$ cat config.mk
export PLATFORM = sky130hd
export DESIGN_NAME = unsigned_precision_expander
export DESIGN_NICKNAME = d
export VERILOG_FILES = /design/src/rtl/unsigned_precision_expander_pkg.sv /design/src/rtl/unsigned_expand_core.sv /design/src/rtl/unsigned_precision_expander.sv
export SDC_FILE = /design/constraint.sdc
export NUM_CORES = 1
export LEC_CHECK = 0
export BUFFER_PORTS_ARGS = -buffer_cell sky130_fd_sc_hd__buf_2
export CORE_MARGIN = 5
export CORE_UTILIZATION = 37
export CTS_CLUSTER_DIAMETER = 150
export DETAILED_ROUTE_END_ITERATION = 8
export GPL_ROUTABILITY_DRIVEN = 0
export GPL_TIMING_DRIVEN = 0
export PLACE_DENSITY_LB_ADDON = 0.3
export SYNTH_ARGS = -nofsm -noshare
export SYNTH_HDL_FRONTEND = slang
export SYNTH_HIERARCHICAL = 1
export SYNTH_SLANG_ARGS = --single-unit
export TNS_END_PERCENT = 100
$ cat constraint.sdc
create_clock -name clk -period 3.85 [get_ports clk]
set_input_delay 0.385 -clock clk [delete_from_list [all_inputs] [get_ports clk]]
set_output_delay 0.385 -clock clk [all_outputs]
set_load 0.03 [all_outputs]
$ cat src/rtl/unsigned_precision_expander_pkg.sv
`default_nettype none
// ============================================================================
// Module  : unsigned_precision_expander_pkg
// Purpose : Shared numeric definitions for the precision expansion blocks.
//           Holds the reconstruction mode encoding used by the rounding /
//           expansion logic.
// Ports   : none (package)
// Revision: 1.0 - initial release
// ============================================================================
package unsigned_precision_expander_pkg;

  localparam int MODE_WIDTH = 2;

  // Reconstruction mode carried alongside each sample.
  typedef enum logic [MODE_WIDTH-1:0] {
    MODE_ZERO_PAD  = 2'd0,
    MODE_MIDPOINT  = 2'd1,
    MODE_REPLICATE = 2'd2,
    MODE_RESERVED  = 2'd3
  } mode_e;

endpackage : unsigned_precision_expander_pkg
`default_nettype wire

$ cat src/rtl/unsigned_expand_core.sv
`default_nettype none
// ============================================================================
// Module  : unsigned_expand_core
// Purpose : Combinational widening of a narrow unsigned sample into the wide
//           format. The narrow value always lands in the top bits; the low
//           FILL bits depend on the reconstruction mode.
// Ports   : data     in  [DATA_WIDTH_IN-1:0]   narrow sample
//           mode     in  mode_e                reconstruction mode
//           expanded out [DATA_WIDTH_OUT-1:0]  widened sample
// Revision: 1.0 - initial release
// ============================================================================
module unsigned_expand_core
  import unsigned_precision_expander_pkg::*;
#(
  parameter int DATA_WIDTH_IN  = 12,
  parameter int DATA_WIDTH_OUT = 16
) (
  input  logic [DATA_WIDTH_IN-1:0]  data,
  input  mode_e                     mode,
  output logic [DATA_WIDTH_OUT-1:0] expanded
);

  localparam int FILL = DATA_WIDTH_OUT - DATA_WIDTH_IN;

  generate
    if (FILL < 0) begin : g_bad_width
      $error("unsigned_expand_core: DATA_WIDTH_OUT must be >= DATA_WIDTH_IN");
    end else if (FILL == 0) begin : g_pass
      // No fraction bits to fill: every mode is an identity.
      assign expanded = data;
    end else begin : g_fill
      logic [FILL-1:0] repl_bits;
      logic [FILL-1:0] mid_bits;

      // Replicate the sample MSB-first into the fill field; wraps around the
      // sample when the fill is wider than the sample itself.
      always_comb begin
        repl_bits = '0;
        for (int i = 0; i < FILL; i++) begin
          repl_bits[FILL-1-i] = data[DATA_WIDTH_IN-1-(i % DATA_WIDTH_IN)];
        end
      end

      // Half an LSB of the narrow format: the centre of the truncation bin.
      always_comb begin
        mid_bits         = '0;
        mid_bits[FILL-1] = 1'b1;
      end

      always_comb begin
        case (mode)
          MODE_MIDPOINT:  expanded = {data, mid_bits};
          MODE_REPLICATE: expanded = {data, repl_bits};
          default:        expanded = {data, {FILL{1'b0}}};
        endcase
      end
    end
  endgenerate

endmodule : unsigned_expand_core
`default_nettype wire

$ cat src/rtl/unsigned_precision_expander.sv
`default_nettype none
// ============================================================================
// Module  : unsigned_precision_expander
// Purpose : Two-stage valid/ready pipeline that widens narrow unsigned
//           samples (zero-pad, midpoint, replicate) and counts delivered
//           output beats.
// Ports   : clk        in  rising-edge clock
//           rst        in  synchronous active-high reset
//           s_valid    in  input beat valid
//           s_ready    out input beat accepted when s_valid && s_ready
//           s_data     in  [DATA_WIDTH_IN-1:0] narrow sample
//           s_mode     in  [1:0] reconstruction mode for this beat
//           m_valid    out output beat valid
//           m_ready    in  downstream accepts when m_valid && m_ready
//           m_data     out [DATA_WIDTH_OUT-1:0] reconstructed sample
//           beat_count out [15:0] output transfers, wraps modulo 2^16
// Revision: 1.0 - initial release
// ============================================================================
module unsigned_precision_expander
  import unsigned_precision_expander_pkg::*;
#(
  parameter int DATA_WIDTH_IN  = 12,
  parameter int DATA_WIDTH_OUT = 16
) (
  input  logic                      clk,
  input  logic                      rst,
  input  logic                      s_valid,
  output logic                      s_ready,
  input  logic [DATA_WIDTH_IN-1:0]  s_data,
  input  logic [MODE_WIDTH-1:0]     s_mode,
  output logic                      m_valid,
  input  logic                      m_ready,
  output logic [DATA_WIDTH_OUT-1:0] m_data,
  output logic [15:0]               beat_count
);

  logic [DATA_WIDTH_OUT-1:0] expanded;
  logic [DATA_WIDTH_OUT-1:0] s1_data;
  logic                      s1_valid;
  logic                      s2_advance;
  logic                      s_accept;

  unsigned_expand_core #(
    .DATA_WIDTH_IN  (DATA_WIDTH_IN),
    .DATA_WIDTH_OUT (DATA_WIDTH_OUT)
  ) u_core (
    .data     (s_data),
    .mode     (mode_e'(s_mode)),
    .expanded (expanded)
  );

  // S2 may take a new value whenever it is empty or is being drained this
  // cycle; S1 may refill whenever it is empty or is moving into S2.
  assign s2_advance = !m_valid || m_ready;
  assign s_ready    = !s1_valid || s2_advance;
  assign s_accept   = s_valid && s_ready;

  // Control state and the output register (m_data is reset to a known value).
  always_ff @(posedge clk) begin
    if (rst) begin
      s1_valid   <= 1'b0;
      m_valid    <= 1'b0;
      m_data     <= '0;
      beat_count <= '0;
    end else begin
      if (s_ready) begin
        s1_valid <= s_valid;
      end
      if (s2_advance) begin
        m_valid <= s1_valid;
        if (s1_valid) begin
          m_data <= s1_data;
        end
      end
      if (m_valid && m_ready) begin
        beat_count <= beat_count + 16'd1;
      end
    end
  end

  // S1 payload carries no reset; it is qualified by s1_valid.
  always_ff @(posedge clk) begin
    if (s_accept) begin
      s1_data <= expanded;
    end
  end

endmodule : unsigned_precision_expander
`default_nettype wire

==> flow_summary_export.csv <==
group,metric,value,unit
status,outcome,"finished clean",
place,placed_area,2270,sq um
final_layout,fin_nets,270,
logic_synthesis,yosysUniqueCellTypes,30,
logic_synthesis,synth.avg_cell_area,9.88,sq um
timing,tns,0,ps
clock_network,clk_latency,300,ps
worst_setup_path,end_kind,"output port",
floorplanning,die_area,6900,sq um
worst_setup_path,r2r-start,"beat_count[3]$_SDFFE_PP0P_",
grt,grt_pass1_vias,1415,
logic_synthesis,yosysTopAreaCell,"dfxtp_1",
worst_setup_path,cp-startpoint,"m_valid$_SDFFE_PP0P_",
route,wirelength,3.82,mm
grt,gr-usage-all-layers,11.7,%
power,ir_worst_vdd,0.000187,V
final_layout,finish.instance_area,2390,sq um
timing,drv_slew,0,
timing,post-route-period-util,44.7,%
clock_network,cts_tree,"done",
worst_setup_path,rr_worst_depth,4,
run,cap_violations,0,
logic_synthesis,yosysTopAreaCellShare,34.4,%
logic_synthesis,syn_area,1980,sq um
route,ant_nets,0,
grt,grt_pass1_wl,6.55,mm
worst_setup_path,cp-start-kind,"register",
timing,fin_crit,1720,ps
logic_synthesis,postSynthCellCount,200,
logic_synthesis,synth.area.top_cells,"dfxtp_1, edfxtp_1, nand2_1",
worst_setup_path,critPathKind,"register to output port",
place,dp_hpwl,2.87,mm
worst_setup_path,cp_max_fo,7,
floorplanning,rows,26,
clock_network,postCtsHoldBufs,0,
timing,rsz0062_at_grt,"no",
route,route.detailed.drc,0,
worst_hold_path,hold_depth,1,
worst_hold_path,hold_path.class,"input port to register",
power,cellLeakagePower,0.984,nW
worst_hold_path,worstHoldStart,"s_data[3]",
clock_network,clockBufferDepth,2,
clock_network,htreeDepth,2,
clock_network,cts_resized,0,
worst_setup_path,cp.required,3460,ps
timing,max_freq,0.581,GHz
worst_setup_path,reg2reg_slack,2150,ps
worst_hold_path,min_to,"s1_data[7]$_DFFE_PP_",
floorplanning,core-area,5140,sq um
clock_network,clk_pin_slew,90,ps
logic_synthesis,ys.warnings.count,6,
route,detail_route.wl_per_cell,11.9,microns
clock_network,clockRootBuffer,"clkbuf_8",
timing,finalSetupViolations,0,
clock_network,cts.sinks,50,
logic_synthesis,synth_fp_nets,221,
timing,finalHoldViolCount,0,
route,drt_pass1_iterations,4,
floorplanning,die_height,83.1,microns
route,via_per_inst,4.60,
floorplanning,initial_utilization,38.5,%
route,vias,1471,
logic_synthesis,ys_seq_elements,50,
timing,tightest_slew,726,ps
place,place.port_buffers,42,
final_layout,diodes,0,
final_layout,area_growth,20.8,%
timing,relSlewSlack,51.6,%
grt,antenna_found_initial,0,
clock_network,cts_buffers,5,
floorplanning,die_width,83.1,microns
grt,grt_max_degree,17,
route,drt-initial-drc-count,52,
final_layout,drive_above_1_share,27.2,%
grt,overflow,0,
worst_setup_path,critPathArrivalTime,1340,ps
power,power_density,427,nW/um^2
worst_setup_path,rr_endpoint,"beat_count[15]$_SDFFE_PP0P_",
logic_synthesis,seq_area_frac_synth,58.7,%
floorplanning,ios,52,
timing,fin_skew,5.79,ps
clock_network,postCtsSetupRepairBufs,0,
[metal layers]
metal	part of all wire [%]	GRT usage, %
met1	43	13.2
met5	0	0
met2	50	20.0
met3	5.5	3.86
met4	1.4	4.90
[state kept, by name, summed over array words and instances (netlist names)]
register	flops
m_data	16
beat_count	16
s1_data	16
s1_valid	1
m_valid	1
[final cells by class]
type                       count  area [sq um]
buffer                        22           131
clock buffer                   5          68.8
clock inverter                 3          43.8
fill                         522          2750
inverter                       2          7.51
multi-input combinational    126           677
sequential                    50          1160
tap                           70          87.6
timing repair buffer          42           210
[worst max-delay path by stage]
stage | cells after the start | endpoint | slack, ps
global route | 6 | m_data[12]$_SDFFE_PP0P_ | 1960
floorplan | 3 | s1_data[0]$_DFFE_PP_ | 2020
global placement | 7 | m_data[0]$_SDFFE_PP0P_ | 2130
finish | 3 | s_ready | 2130
CTS | 3 | s_ready | 2120
detailed placement | 7 | m_data[6]$_SDFFE_PP0P_ | 2080
[synth_stat cells]
library cell  number
a21oi_1           22
a21oi_2            1
and2_1             5
and3_1             2
and4_1             2
buf_2              3
buf_4             12
clkbuf_1           7
dfxtp_1           34
edfxtp_1          16
ha_1               3
inv_1              2
nand2_1           41
nand2b_1           1
nand3_1            3
nand3_2            1
nand4_1            5
nor2_1            14
nor2_2             1
nor2b_1            2
nor3_1             2
nor4_1             1
o21ai_0            1
o21ai_1            1
o31ai_1            2
or2_1              1
or3_1              2
or4_1              2
xnor2_1            4
xor2_1             7
[worst max-delay path, stage by stage, from the launching register on]
cell,delay (ps)
dfxtp_1,430
nor2b_1,310
nand2_1,110
buf_2,190
[per-stage QoR]
stage	power [mW]	hold slack, ps	utilization [%]	setup slack, ps	cells
after global placement	0.664	440	44.3	2130	312
final	1.02	254	46.4	2130	320
after global routing	1.07	229	46.4	1960	320
after detailed placement	0.666	443	44.3	2080	312
after floorplan	0.639	471	-	2020	200
after CTS	1.04	242	46.4	2120	320
[logic make-up (layout without fill, tap and decap cells)]
family          count (synthesis)  count (layout)  share of synthesized area (%)
compound gates                 27              27                           7.28
simple gates                   85              85                           20.2
fa+ha+maj                       3               3                           1.90
xor+xnor                       11              11                           4.87
buf+inv                        24              74                           7.03
flops                          50              50                           58.7
[report_power, final]
group	total, mW	internal, mW	switching, mW
sequential	0.573	0.564	0.00859
clock	0.366	0.195	0.172
combinational	0.0796	0.0282	0.0513
total	1.02	0.787	0.232
[placed cells by master (no fill, tap or decap), drive strengths merged, types with 3 or more instances in the layout]
master / netlist / routed
xor2: 7 / 7
nand3: 4 / 4
and2: 5 / 5
edfxtp: 16 / 16
xnor2: 4 / 4
dfxtp: 34 / 34
nand4: 5 / 5
nor2: 15 / 15
nand2: 41 / 41
clkbuf: 7 / 12
ha: 3 / 3
a21oi: 23 / 23
inv: 2 / 3
buf: 15 / 57
Power figures use the tool's default switching activity.
